File: config.mk
export PLATFORM = sky130hd
export DESIGN_NAME = block_draw_ctrl
export DESIGN_NICKNAME = d
export VERILOG_FILES = /design/src/rtl/block_draw_ctrl.sv
export SDC_FILE = /design/constraint.sdc
export NUM_CORES = 1
export LEC_CHECK = 0
export BUFFER_PORTS_ARGS = -buffer_cell sky130_fd_sc_hd__buf_2
export CORE_UTILIZATION = 50
export CTS_CLUSTER_SIZE = 20
export DETAILED_ROUTE_END_ITERATION = 10
export GPL_TIMING_DRIVEN = 0
export PLACE_DENSITY = 0.8
export SYNTH_ARGS = -nofsm -noshare
export SYNTH_HDL_FRONTEND = slang
export SYNTH_SLANG_ARGS = --single-unit
File: constraint.sdc
create_clock -name clk -period 1.9 [get_ports clk]
set_input_delay 0.095 -clock clk [delete_from_list [all_inputs] [get_ports clk]]
set_output_delay 0.095 -clock clk [all_outputs]
set_load 0.05 [all_outputs]
File: src/rtl/block_draw_ctrl.sv
// block_draw_ctrl
//   Sequences one erase/draw frame for a 4x4 block renderer. On start (IDLE
//   only), the head/tail origins and colours are latched. The tail block is
//   then optionally erased (16 pixel steps), the head block is drawn (16 pixel
//   steps), and the FSM finishes with one flush cycle and a one-cycle done
//   pulse.
//   Ports:
//     clk, reset              clock, asynchronous active-high reset
//     start, erase_en         frame request, erase-tail-first select
//     head_x/y, tail_x/y      block origins (clamped and 4-aligned on latch)
//     fg_colour, bg_colour    draw and erase colours
//     blk_x, blk_y, go        block origin and pixel-step enable to datapath
//     plot, colour            VGA write strobe/colour (go delayed one cycle)
//     busy, done              frame in progress, frame-complete pulse
module block_draw_ctrl #(
  parameter int X_MAX = 156,
  parameter int Y_MAX = 116
) (
  input  logic       clk,
  input  logic       reset,
  input  logic       start,
  input  logic       erase_en,
  input  logic [7:0] head_x,
  input  logic [7:0] tail_x,
  input  logic [6:0] head_y,
  input  logic [6:0] tail_y,
  input  logic [2:0] fg_colour,
  input  logic [2:0] bg_colour,
  output logic [7:0] blk_x,
  output logic [6:0] blk_y,
  output logic       go,
  output logic       plot,
  output logic [2:0] colour,
  output logic       busy,
  output logic       done
);

  localparam logic [2:0] IDLE  = 3'd0;
  localparam logic [2:0] ERASE = 3'd1;
  localparam logic [2:0] DRAW  = 3'd2;
  localparam logic [2:0] FLUSH = 3'd3;
  localparam logic [2:0] DONE  = 3'd4;

  localparam logic [7:0] XM = 8'(X_MAX);
  localparam logic [6:0] YM = 7'(Y_MAX);

  // Clamp to the last legal origin, then snap to the 4-pixel block grid.
  function automatic logic [7:0] clamp_x(input logic [7:0] v);
    logic [7:0] m;
    m = (v > XM) ? XM : v;
    return {m[7:2], 2'b00};
  endfunction

  function automatic logic [6:0] clamp_y(input logic [6:0] v);
    logic [6:0] m;
    m = (v > YM) ? YM : v;
    return {m[6:2], 2'b00};
  endfunction

  logic [2:0] state;
  logic [3:0] cnt;
  logic [7:0] hx_l, tx_l;
  logic [6:0] hy_l, ty_l;
  logic [2:0] fg_l, bg_l;

  always_ff @(posedge clk or posedge reset) begin
    if (reset) begin
      state <= IDLE;
      cnt   <= 4'd0;
      hx_l  <= 8'd0;
      tx_l  <= 8'd0;
      hy_l  <= 7'd0;
      ty_l  <= 7'd0;
      fg_l  <= 3'd0;
      bg_l  <= 3'd0;
    end else begin
      case (state)
        IDLE: if (start) begin
          hx_l  <= clamp_x(head_x);
          tx_l  <= clamp_x(tail_x);
          hy_l  <= clamp_y(head_y);
          ty_l  <= clamp_y(tail_y);
          fg_l  <= fg_colour;
          bg_l  <= bg_colour;
          cnt   <= 4'd0;
          state <= erase_en ? ERASE : DRAW;
        end
        // The counter wraps 15->0 on the ERASE->DRAW hop, so go stays high
        // across the boundary and the downstream row/col counters restart.
        ERASE: begin
          cnt <= cnt + 4'd1;
          if (cnt == 4'd15) state <= DRAW;
        end
        DRAW: begin
          cnt <= cnt + 4'd1;
          if (cnt == 4'd15) state <= FLUSH;
        end
        FLUSH:   state <= DONE;
        DONE:    state <= IDLE;
        default: state <= IDLE;
      endcase
    end
  end

  assign go   = (state == ERASE) || (state == DRAW);
  assign busy = (state != IDLE);
  assign done = (state == DONE);

  always_comb begin
    blk_x = 8'd0;
    blk_y = 7'd0;
    if (state == ERASE) begin
      blk_x = tx_l;
      blk_y = ty_l;
    end else if (state == DRAW) begin
      blk_x = hx_l;
      blk_y = hy_l;
    end
  end

  // Align the strobe and colour with the datapath's registered pixel output.
  always_ff @(posedge clk or posedge reset) begin
    if (reset) begin
      plot   <= 1'b0;
      colour <= 3'd0;
    end else begin
      plot   <= go;
      colour <= go ? ((state == ERASE) ? bg_l : fg_l) : 3'd0;
    end
  end

endmodule

==> run_results.csv <==
group,metric,value,unit
outcome,status,"finished, final reports clean",
floorplanning,start_util,53.5,%
clocking,cts_made_buffers,5,
setup_path,worstPathRequired,1800,ps
logic_synthesis,ys.flop_type,"dfrtp_1",
sta,tightestPinTransition,783,ps
clocking,clock_latency,290,ps
setup_path,crit_path_max_incr_delay,450,ps
route,first_pass_iters,4,
route,dr.first_iter.drc_count,122,
logic_synthesis,synth.cell_area,1840,µm²
logic_synthesis,ys_types,35,
layout,layout-drive-gt1-share,29.9,%
sta,setup_viol,0,
sta,finalCriticalPeriod,1820,ps
layout,area_delta_synth_final,24.2,%
logic_synthesis,syn_avg_cell_area,9.45,µm²
floorplanning,die_h,62.7,µm
floorplanning,dieArea,3930,µm²
worst_hold_path,hp-class,"primary input to register",
global_route,grt_usage,23.1,%
sta,holdWs,2.50,ps
setup_path,cp_slowest_cell,"dfrtp_2",
logic_synthesis,synthTopCellsByArea,"dfrtp_1 (53%), nand2_1 (12%), a22oi_1 (5.7%)",
sta,rsz0062_at_grt,"false",
setup_path,end_kind,"output port",
floorplanning,die_width,62.7,µm
setup_path,cp_max_fo,10,
logic_synthesis,yosysTopAreaCell,"dfrtp_1",
global_route,grt_max_degree,40,
clocking,root_buffer,"clkbuf_8",
logic_synthesis,ys_seq_area_share,53.0,%
clocking,clock-sinks,39,
logic_synthesis,synth-edff-count,0,
clocking,path_clk_slew,70,ps
placement,placed_cell_area,2160,µm²
logic_synthesis,synth_cells,195,
sta,fin_tns_setup,0,ps
sta,skew,10.2,ps
sta,post-route-period-util,95.8,%
sta,relSlewSlack,47.7,%
setup_path,cp-start-kind,"register",
placement,placedCellCount,293,
placement,place_hpwl,2780,µm
logic_synthesis,yosys_warnings,0,
placement,port_buffers,49,
floorplanning,rows,21,
setup_path,criticalPathCategory,"register to output port",
route,ant_nets,0,
route,vias_per_cell,5.37,
logic_synthesis,ys_ff_latch,39,
clocking,post_cts.repair.setup_buffers,0,
route,wl_per_cell,13.4,µm
run,max_cap_viol_count,0,
layout,antennaDiodeCount,0,
clocking,cts_buffer_depth,2,
logic_synthesis,synth_top_area_share,53.0,%
floorplanning,pin_count,62,
power_and_ir_drop,vdd_drop_max,0.792,mV
route,vias,1610,
setup_path,crit_chain,"buf_2 -> nor2b_4 -> buf_6 -> a22oi_1 -> nor2_1 -> buf_4",
global_route,grt_pass1_wl,7070,µm
placement,gp_congestion,0.794,
power_and_ir_drop,p_leak,0.00119,µW
sta,slew_viol_final,0,
logic_synthesis,synth.most_common_cell,"nand2_1",
global_route,antenna_found_initial,0,
clocking,cts_tree,"yes",
setup_path,crit_arrival,1720,ps
route,drc,0,
logic_synthesis,synth-async-reset-ratio,100,%
route,drt-total-wl,4020,µm
sta,final-hold-violation-count,0,
sta,fmax,550,MHz
global_route,grt_pass1_vias,1636,
layout,stdcell_count,300,
power_and_ir_drop,power.density,1850,nW/µm²
clocking,h-tree-depth,2,
floorplanning,core,3440,µm²
global_route,grt-ovfl-total,0,
layout,final_nets,296,
logic_synthesis,synth_commonest_cells,"nand2_1 (57), dfrtp_1 (39), nor2_1 (17)",
layout,post-route-cell-area,2290,µm²
==> final cells by class <==
| type | instances | area (µm²) |
|---|---|---|
| Buffer | 16 | 114 |
| Multi-Input combinational cell | 141 | 779 |
| Sequential cell | 39 | 977 |
| Tap cell | 46 | 57.6 |
| Timing Repair Buffer | 50 | 282 |
| Clock buffer | 6 | 72.6 |
| Inverter | 2 | 7.51 |
| Fill cell | 321 | 1150 |
==> critical path: cells and delay by family, from the launching register on <==
family / cells / cell delay, ps
simple gates: 2 / 300
compound gates: 1 / 90
flops: 1 / 450
buf+inv: 3 / 580
==> worst paths after layout <==
check,from,cells after the start,slack (ps),endpoint
worst min register to register,cnt[3],1,470,cnt[3]
max in group asynchronous,reset,3,850,state[0]
worst min-delay path,fg_colour[1],3,3,fg_l[1]
worst max-delay path,state[0],6,80,blk_x[2]
min in group asynchronous,reset,3,500,tx_l[4]
worst max register to register,state[2],4,290,hx_l[5]
==> logic make-up after synthesis <==
family / share of synthesized area (%)
adder cells (fa/ha/maj): 0.679
AO/OA/AOI/OAI: 15.2
flip-flops: 53.0
XOR/XNOR: 0.475
buffers and inverters: 5.77
AND/OR/NAND/NOR: 23.6
other: 0.203
multiplexers: 1.15
==> through the flow <==
| stage | worst slack (ps) | power (µW) | util [%] |
|---|---|---|---|
| after floorplan | 14.1 | 3120 | - |
| after global placement | 7.87 | 3580 | 62.7 |
| after detailed placement | 30.9 | 3610 | 62.7 |
| after CTS | 25.4 | 4220 | 66.2 |
| after global routing | 2.02 | 4510 | 66.5 |
| final | 80.3 | 4230 | 66.5 |
==> flip-flops by register name, summed over array words and instances (netlist names) <==
register / cells
cnt: 4
state: 3
bg_l: 3
ty_l: 5
hy_l: 5
colour: 3
plot: 1
tx_l: 6
fg_l: 3
hx_l: 6
==> cell usage in the layout (no fill, tap or decap), types with 5 or more instances in the layout <==
cell type	n
buf_2	45
nand2_1	57
o22a_1	6
nor2_1	17
dfrtp_1	38
buf_4	13
clkbuf_8	5
a22oi_1	14
==> what timing repair did <==
item	in CTS	in global routing
setup endpoints to repair	11	9
hold buffers	1	0
endpoints found under the hold margin	39	0
pin swaps	0	0
gates resized for setup	15	7
==> per-layer routing <==
layer / up-vias / global-route usage (%) / routed length, µm
met5: - / 0 / 0
met4: 0 / 10.5 / 70
met3: 8 / 4.56 / 247
met2: 64 / 38.9 / 1930
met1: 754 / 28.7 / 1770
li1: 784 / - / -
==> where the power goes <==
part / switching, µW / total [µW] / internal [µW]
registers: 222 / 1430 / 1200
clock network: 263 / 508 / 245
logic: 1530 / 2300 / 774
Note: power is estimated with default switching activity, not from simulation.
